<file path="src/rtl/keypad_scanner_pkg.sv">
// +----------------------------------------------------------------------+
// | keypad_pkg : shared sizes and key-set helpers for the keypad scanner |
// | Rev 1.0                                                              |
// +----------------------------------------------------------------------+
`default_nettype none

package keypad_pkg;

    localparam int ROWS       = 4;
    localparam int COLS       = 4;
    localparam int KEYS       = ROWS * COLS;
    localparam int KEY_CODE_W = 4;

    function automatic logic is_one_hot(input logic [KEYS-1:0] v);
        int unsigned n;
        n = 0;
        for (int i = 0; i < KEYS; i++) begin
            n += 32'(v[i]);
        end
        return (n == 1);
    endfunction

    // Index of the highest set bit; only meaningful when v is one-hot.
    function automatic logic [KEY_CODE_W-1:0] key_index(input logic [KEYS-1:0] v);
        logic [KEY_CODE_W-1:0] idx;
        idx = '0;
        for (int i = 0; i < KEYS; i++) begin
            if (v[i]) begin
                idx = KEY_CODE_W'(i);
            end
        end
        return idx;
    endfunction

endpackage

`default_nettype wire

</file>
<file path="src/rtl/keypad_scanner_if.sv">
// +----------------------------------------------------------------------+
// | keypad_scanner_if : key event bundle from scanner to its consumer    |
// | Rev 1.0                                                              |
// +----------------------------------------------------------------------+
`default_nettype none

interface keypad_scanner_if;
    import keypad_pkg::*;

    logic [KEY_CODE_W-1:0] key_code;
    logic                  key_valid;
    logic                  key_down;

    modport master (output key_code, output key_valid, output key_down);
    modport slave  (input  key_code, input  key_valid, input  key_down);

endinterface

`default_nettype wire

</file>
<file path="src/rtl/keypad_scanner_debounce.sv">
// +----------------------------------------------------------------------+
// | key_debounce : accepts a full-matrix snapshot once it repeats        |
// | DEBOUNCE_SCANS times in a row. Rev 1.0                               |
// +----------------------------------------------------------------------+
`default_nettype none

module key_debounce
    import keypad_pkg::*;
#(
    parameter int DEBOUNCE_SCANS = 4
) (
    input  logic            clk,
    input  logic            reset_n,
    input  logic            snap_valid,
    input  logic [KEYS-1:0] snap,
    output logic            deb_valid,
    output logic [KEYS-1:0] deb
);

    localparam int            STAB_W   = $clog2(DEBOUNCE_SCANS) + 1;
    localparam [STAB_W-1:0]   STAB_MAX = STAB_W'(DEBOUNCE_SCANS - 1);

    logic [KEYS-1:0]   prev_q, prev_d;
    logic [KEYS-1:0]   deb_q, deb_d;
    logic [STAB_W-1:0] stable_q, stable_d;
    logic              deb_valid_q, deb_valid_d;

    always_comb begin
        prev_d      = prev_q;
        stable_d    = stable_q;
        deb_d       = deb_q;
        deb_valid_d = 1'b0;
        if (snap_valid) begin
            prev_d = snap;
            if (snap == prev_q) begin
                stable_d = (stable_q == STAB_MAX) ? stable_q : stable_q + STAB_W'(1);
            end else begin
                stable_d = '0;
            end
            if ((stable_d == STAB_MAX) && (snap != deb_q)) begin
                deb_d       = snap;
                deb_valid_d = 1'b1;
            end
        end
    end

    always_ff @(posedge clk or negedge reset_n) begin
        if (!reset_n) begin
            prev_q      <= '0;
            stable_q    <= '0;
            deb_q       <= '0;
            deb_valid_q <= 1'b0;
        end else begin
            prev_q      <= prev_d;
            stable_q    <= stable_d;
            deb_q       <= deb_d;
            deb_valid_q <= deb_valid_d;
        end
    end

    assign deb       = deb_q;
    assign deb_valid = deb_valid_q;

endmodule

`default_nettype wire

</file>
<file path="src/rtl/keypad_scanner.sv">
// +----------------------------------------------------------------------+
// | keypad_scanner : 4x4 row-scanned keypad with debounced single-key    |
// | press events. Rev 1.0                                                |
// +----------------------------------------------------------------------+
`default_nettype none

module keypad_scanner
    import keypad_pkg::*;
#(
    parameter int SCAN_TICKS     = 12000,
    parameter int DEBOUNCE_SCANS = 4
) (
    input  logic                clk,
    input  logic                reset_n,
    input  logic [COLS-1:0]     col_n,
    output logic [ROWS-1:0]     row_n,
    keypad_scanner_if.master    key_if
);

    localparam int              TICK_W    = $clog2(SCAN_TICKS);
    localparam [TICK_W-1:0]     TICK_LAST = TICK_W'(SCAN_TICKS - 1);
    localparam int              ROW_W     = $clog2(ROWS);
    localparam [ROW_W-1:0]      ROW_LAST  = ROW_W'(ROWS - 1);

    logic [COLS-1:0]       col_s1_q, col_s1_d, col_s2_q, col_s2_d;
    logic [TICK_W-1:0]     tick_q, tick_d;
    logic [ROW_W-1:0]      row_idx_q, row_idx_d;
    logic [ROWS-1:0]       row_n_q, row_n_d;
    logic [KEYS-1:0]       snap_q, snap_d;
    logic                  snap_valid;
    logic [KEYS-1:0]       deb;
    logic                  deb_valid;
    logic [KEYS-1:0]       deb_prev_q, deb_prev_d;
    logic [KEY_CODE_W-1:0] key_code_q, key_code_d;
    logic                  key_valid_q, key_valid_d;
    logic                  key_down_q, key_down_d;

    // Columns are sampled at the end of each row slot so the row lines have settled.
    always_comb begin
        col_s1_d   = col_n;
        col_s2_d   = col_s1_q;
        tick_d     = tick_q + TICK_W'(1);
        row_idx_d  = row_idx_q;
        row_n_d    = row_n_q;
        snap_d     = snap_q;
        snap_valid = 1'b0;
        if (tick_q == TICK_LAST) begin
            tick_d    = '0;
            row_idx_d = row_idx_q + ROW_W'(1);
            row_n_d   = {row_n_q[ROWS-2:0], row_n_q[ROWS-1]};
            snap_d[int'(row_idx_q)*COLS +: COLS] = ~col_s2_q;
            snap_valid = (row_idx_q == ROW_LAST);
        end
    end

    key_debounce #(
        .DEBOUNCE_SCANS (DEBOUNCE_SCANS)
    ) u_debounce (
        .clk        (clk),
        .reset_n    (reset_n),
        .snap_valid (snap_valid),
        .snap       (snap_d),
        .deb_valid  (deb_valid),
        .deb        (deb)
    );

    // A press event needs the previous debounced state to be all-released.
    always_comb begin
        deb_prev_d  = deb_prev_q;
        key_code_d  = key_code_q;
        key_valid_d = 1'b0;
        key_down_d  = key_down_q;
        if (deb_valid) begin
            deb_prev_d = deb;
            key_down_d = is_one_hot(deb);
            if (is_one_hot(deb) && (deb_prev_q == '0)) begin
                key_valid_d = 1'b1;
                key_code_d  = key_index(deb);
            end
        end
    end

    always_ff @(posedge clk or negedge reset_n) begin
        if (!reset_n) begin
            col_s1_q    <= '1;
            col_s2_q    <= '1;
            tick_q      <= '0;
            row_idx_q   <= '0;
            row_n_q     <= {{(ROWS-1){1'b1}}, 1'b0};
            snap_q      <= '0;
            deb_prev_q  <= '0;
            key_code_q  <= '0;
            key_valid_q <= 1'b0;
            key_down_q  <= 1'b0;
        end else begin
            col_s1_q    <= col_s1_d;
            col_s2_q    <= col_s2_d;
            tick_q      <= tick_d;
            row_idx_q   <= row_idx_d;
            row_n_q     <= row_n_d;
            snap_q      <= snap_d;
            deb_prev_q  <= deb_prev_d;
            key_code_q  <= key_code_d;
            key_valid_q <= key_valid_d;
            key_down_q  <= key_down_d;
        end
    end

    assign row_n            = row_n_q;
    assign key_if.key_code  = key_code_q;
    assign key_if.key_valid = key_valid_q;
    assign key_if.key_down  = key_down_q;

endmodule

`default_nettype wire

</file>
<file path="src/flat_wrapper.sv">
// flat-port wrapper written by rule: the top's interface ports become plain ports
module keypad_scanner_flat import keypad_pkg::*;
#(
    parameter int SCAN_TICKS     = 12000,
    parameter int DEBOUNCE_SCANS = 4
)
  (clk, reset_n, col_n, row_n, key_if_key_code, key_if_key_valid, key_if_key_down);
  keypad_scanner_if key_if_i ();
  input  logic clk;
  input  logic reset_n;
  input  logic [COLS-1:0] col_n;
  output logic [ROWS-1:0] row_n;
  output wire logic [$bits(key_if_i.key_code)-1:0] key_if_key_code;
  output wire logic [$bits(key_if_i.key_valid)-1:0] key_if_key_valid;
  output wire logic [$bits(key_if_i.key_down)-1:0] key_if_key_down;
  assign key_if_key_code = key_if_i.key_code;
  assign key_if_key_valid = key_if_i.key_valid;
  assign key_if_key_down = key_if_i.key_down;
  keypad_scanner #(.SCAN_TICKS(SCAN_TICKS), .DEBOUNCE_SCANS(DEBOUNCE_SCANS)) u_core (.clk(clk), .reset_n(reset_n), .col_n(col_n), .row_n(row_n), .key_if(key_if_i));
endmodule
</file>
<file path="config.mk">
export PLATFORM = sky130hd
export DESIGN_NAME = keypad_scanner_flat
export DESIGN_NICKNAME = d
export VERILOG_FILES = /design/src/rtl/keypad_scanner_pkg.sv /design/src/rtl/keypad_scanner_if.sv /design/src/rtl/keypad_scanner_debounce.sv /design/src/rtl/keypad_scanner.sv /design/src/flat_wrapper.sv
export SDC_FILE = /design/constraint.sdc
export NUM_CORES = 1
export LEC_CHECK = 0
export ABC_AREA = 1
export CAP_MARGIN = 40
export CELL_PAD_IN_SITES_DETAIL_PLACEMENT = 1
export CELL_PAD_IN_SITES_GLOBAL_PLACEMENT = 2
export CORE_ASPECT_RATIO = 0.9
export CORE_MARGIN = 1
export CORE_UTILIZATION = 34
export DETAILED_ROUTE_END_ITERATION = 16
export PLACE_DENSITY_LB_ADDON = 0.1
export SYNTH_ARGS = -nofsm -noshare
export SYNTH_HDL_FRONTEND = slang
export SYNTH_SLANG_ARGS = --single-unit
</file>
<file path="constraint.sdc">
create_clock -name clk -period 4.65 [get_ports clk]
set_clock_uncertainty 0.2 [all_clocks]
set_input_delay 1.395 -clock clk [delete_from_list [all_inputs] [get_ports clk]]
set_output_delay 1.395 -clock clk [all_outputs]
set_load 0.005 [all_outputs]
</file>
* Word level (Yosys, flattened, before mapping) *
Cells that the tools add are included.

operators by class
  add/sub/neg operators = 19
  eq/ne operators = 7
  shift operators = 2
  multiplexer cells = 26
  bitwise gates (word level) = 1
  reduce and logical (&&, ||, !) cells = 5

operators with widths
  kind                       count
  $add A32 B1 Y32            14
  $neg A4 Y33                1
  $shift A4 B33 Y16 const A  1
  $shiftx A4 B33 Y16         1
  $eq A32 B1 Y1 const B      1
  $mux W4                    8
  $mux W3                    7
  $bwmux W16                 1
  $eq A16 B16 Y1             1
  $logic_not A16 Y1          1
  $mux W16                   1
  $ne A16 B16 Y1             1
  $add A14 B1 Y14 const B    1
  $eq A14 B14 Y1 const B     1
  $mux W14                   1
  $eq A3 B2 Y1 const B       2
  $mux W1                    6
  $mux W2                    2
  $not A4 Y4                 1
  $reduce_and A2 Y1          2
  $add A3 B1 Y3 const B      1
  $add A1 B1 Y2              1
  $add A2 B1 Y2 const B      1
  $eq A2 B2 Y1 const B       1
  $logic_and A1 B1 Y1        2

storage, ports and cells
  register bits after elaboration = 102
  input port bits = 6

* Logic depth before layout (Yosys ltp) *
  word-level depth = 19
  depth in mapped cells = 22
  gate-level depth less buffers = 20

* Hierarchy *
A second synthesis with hierarchy kept.

second synthesis, totals
  cells, all modules = 679
  area, all modules = 5395.2 µm²

modules (own cells, without submodules)
  module          times used  cells each  area each (µm²)
  keypad_scanner  1           360         3301.9
  key_debounce    1           319         2093.3

* Worst setup path after synthesis *
OpenSTA, ideal clock, no wires.

  path type = register to register
  start point = register u_core.u_debounce.deb_q[0] (netlist: u_core.u_debounce.deb[0])
  end point = register u_core.key_code_q[0] (netlist: u_core.key_if.key_code[0])
  library setup time = 82 ps
  arrival = 4431 ps
  data required time = 4368 ps
  setup slack = -63 ps
  cell stages (with the launch flop) = 19
  buffers on the path = 0
  cell sequence = dfrtp_1 ha_1 inv_1 fa_1 inv_1 fa_1 fa_1 inv_1 fa_1 inv_1 fa_1 fa_1 nor2_1 nand2_1 nor3_1 inv_1 nor2_1 nor2_1 a31oi_1

on the way
  word-level cells in the longest chain between the ends = 18

ends and longest elaborated chain
  item                                RTL line                       text
  start: declaration                  keypad_scanner_debounce.sv:24  logic [KEYS-1:0] deb_q, deb_d;
  start signal: assignment            keypad_scanner_debounce.sv:51  deb_q <= '0;
  start signal: assignment            keypad_scanner_debounce.sv:56  deb_q <= deb_d;
  $add A1 B1 Y2                       keypad_scanner_pkg.sv:18       n += 32'(v[i]);
  $add A32 B1 Y32 (14 in a row)       keypad_scanner_pkg.sv:18
  $eq A32 B1 Y1                       keypad_scanner_pkg.sv:20       return (n == 1);
  $logic_and A1 B1 Y1                 keypad_scanner.sv:76           if (is_one_hot(deb) && (deb_prev_q == '0)) begin
  $reduce_and A2 Y1 (no source line)  --
  end signal: assignment              keypad_scanner.sv:103          key_code_q <= key_code_d;
  end: declaration                    keypad_scanner.sv:34           logic [KEY_CODE_W-1:0] key_code_q, key_code_d;

No other way between the ends.
A chain may end at the register's enable or synchronous reset.

* Worst setup path after layout *
  start point = register u_core.u_debounce.deb_q[0] (netlist: u_core.u_debounce.deb[0])
  end point = register u_core.key_code_q[2] (netlist: u_core.key_if.key_code[2])

The elaborated chain is that of the path after synthesis.

==> reports/qor.csv <==
metric,value,unit
die_h,126,um
syn_inst,743,
path_common_cell,fa_1,
power.total,1.68,mW
synth_top_cell_by_area,dfrtp_1,
n_fill_cell,2031,
syn_nets,771,
clkTransAtPathRegs,0.08,ns
grt_usage,0.195,
rsz0062_at_grt,yes,
fp-row-count,44,
criticalPathCategory,flip-flop to flip-flop,
finalWirelength,15.7,mm
place_area,6240,um^2
timing.max_cap.violations,0,
routed_via_density,4.80,
crit_path_cell_trace,ha_1 -> inv_2 -> fa_1 -> inv_2 -> fa_1 -> fa_1 -> inv_1 -> fa_1 -> inv_2 -> fa_2 -> fa_1 -> nor2_1 -> nand2_1 -> nor3_1 -> inv_1 -> nor2_4 -> buf_6 -> nor2_1 -> a31oi_1,
numCtsBuffers,9,
ir_worst_vdd,0.000156,V
synth-seq-cells,102,
wl_met2,7.52,mm
setup_violations,4,
drt_iter0_drc,149,
power_leakage,3.42,nW
slowest_delay,0.51,ns
arrival,4.84,ns
cts_root_buf,clkbuf_16,
ant_nets,0,
place_hpwl,11.7,mm
fin_cells,983,
worstMarginPinSlew,0.701,ns
htree_levels,3,
synthTopCellsByCount,"nand2_1 (235), inv_1 (100), dfrtp_1 (91)",
min-delay-start,u_core.col_s1_q[3],
diodes,0,
required,4.73,ns
utilization,0.401,
grt.overflow.total,0,
synth_area_leaders,"dfrtp_1 (39%), nand2_1 (15%), inv_1 (6.5%)",
drtPass1Iterations,4,
cts_tree,built,
wl_met1,7.69,mm
synthFlopType,dfrtp_1,
core,16400,um^2
synth_edf_count,0,
holdPathEnd,u_core.col_s2_q[3],
dp_cells,964,
synth_top_area_share,0.394,
grt_max_degree,57,
nets,799,
drcViolationCount,0,
layout_setup_ws,-0.109,ns
async_flop_share,1.00,
final.period_utilization,1.02,
fin_crit,4.76,ns
antenna_found_initial,0,
slowest_stage,fa_1,
seq_area_frac_synth,0.444,
gp_congestion,0.763,
final_area,6560,um^2
place_ws,-0.215,ns
rr_worst_depth,19,
yosysWarnings,0,
status,"complete, but fails checks",
violations,setup timing,
fp.dieW,139,um
final.setup.tns,-0.336,ns
hold_path_depth,0,
highest_layer,met4,
io_pins,16,
max_slew_margin,0.533,
hp-class,flip-flop to flip-flop,
r2r-end,u_core.key_if.key_code[2],
port_buffers,15,
yosys.cell_count.top_type,nand2_1,
holdWs,0.156,ns
path_max_fanout,5,
netlist_area,5780,um^2
ys_types,35,
area_growth,13.6,%
die-area,17500,um^2
wire_per_inst,16.0,um
drive_above_1_share,0.124,
cts_buffer_depth,2,
r2r-start,u_core.u_debounce.deb[0],
grt_pass1_vias,5072,
initial_utilization,0.353,
wl_met3,319,um
grt_pass1_wl,26.7,mm
vias,4720,
pwr_density_cell,256,nW/um^2
register_area,2570,um^2
multi_input_area,2730,um^2
final-hold-violation-count,0,
fmax,0.210,GHz
slew_violations,0,
clock_sinks,102,
crit_path_start_kind,flip-flop,
syn_area_per_cell,7.77,um^2
end_kind,flip-flop,
clk_latency,0.36,ns
rrSetupSlack,-0.11,ns
==> cell usage in the layout, fill, tap and decap left out, types with 9 or more instances in the layout <==
cell type,count
buf_4,13
fa_1,9
o21ai_0,36
nor2_1,64
nand2_1,235
nand2_2,17
a21oi_1,27
dfrtp_1,91
nand2_4,9
nor3_1,10
clkdlybuf4s50_1,14
dfstp_2,11
clkbuf_16,9
ha_1,12
nand3b_1,17
inv_1,97
nand3_1,46
==> where the power goes <==
group / total [mW] / switching (mW) / internal [mW]
registers: 0.894 / 0.00157 / 0.893
clock network: 0.758 / 0.375 / 0.383
logic: 0.0285 / 0.0219 / 0.00655
total: 1.68 / 0.399 / 1.28
==> logic make-up after synthesis <==
logic type	Yosys count	synth area share
adders and majority gates	22	0.0607
and+or+nand+nor	425	0.341
AOI/OAI and AO/OA	72	0.0650
xor gates and xnor gates	3	0.00455
DFF	102	0.444
buffers and inverters	119	0.0849
==> critical path, delay by kind of cell (launching register included) <==
| family | cells | cell delay (ns) |
|---|---|---|
| AO/OA/AOI/OAI | 1 | 0.14 |
| flip-flops | 1 | 0.39 |
| adder cells (fa/ha/maj) | 7 | 3.05 |
| buffers and inverters | 6 | 0.39 |
| AND/OR/NAND/NOR | 5 | 0.51 |
==> sequential cells by signal, summed over array words and instances (netlist names), 14 cells and up <==
signal                    count
u_core.deb_prev_q            16
u_core.snap_q                16
u_core.tick_q                14
u_core.u_debounce.deb        16
u_core.u_debounce.prev_q     16
==> timing repair <==
item                                    CTS  global route
hold buffers                              0             0
gates cloned                              0             1
buffers inserted                          0             2
endpoints found under the setup margin    5             5
pin swaps                                 2             0
resized for setup                         2             4
==> worst max-delay path by stage <==
stage | slack [ns] | startpoint | cells after the start | to
2_1_floorplan | 0.03 | u_core.u_debounce.deb[0] | 18 | u_core.key_if.key_code[2]
3_3_place_gp | -0.08 | u_core.u_debounce.deb[0] | 19 | u_core.key_if.key_code[2]
3_5_place_dp | -0.21 | u_core.u_debounce.deb[1] | 19 | u_core.key_if.key_code[2]
4_1_cts | -0.14 | u_core.u_debounce.deb[0] | 19 | u_core.key_if.key_code[2]
5_1_grt | -0.31 | u_core.u_debounce.deb[0] | 19 | u_core.key_if.key_code[3]
6_report | -0.11 | u_core.u_debounce.deb[0] | 19 | u_core.key_if.key_code[2]
==> metal layers <==
| metal | vias up | track usage |
|---|---|---|
| met3 | 14 | 0.0297 |
| met4 | 0 | 0.0529 |
| met5 | - | 0 |
| met1 | 2294 | 0.263 |
| li1 | 2373 | - |
| met2 | 39 | 0.327 |
==> layout make-up <==
class                      count  share of cell area
multi-input combinational    522               0.416
sequential                   102               0.391
inverter                     104              0.0597
timing repair buffer          32              0.0502
tap                          207              0.0395
clock buffer                  10              0.0364
clock inverter                 6             0.00687
No activity file was read; power rests on OpenSTA's default activity.
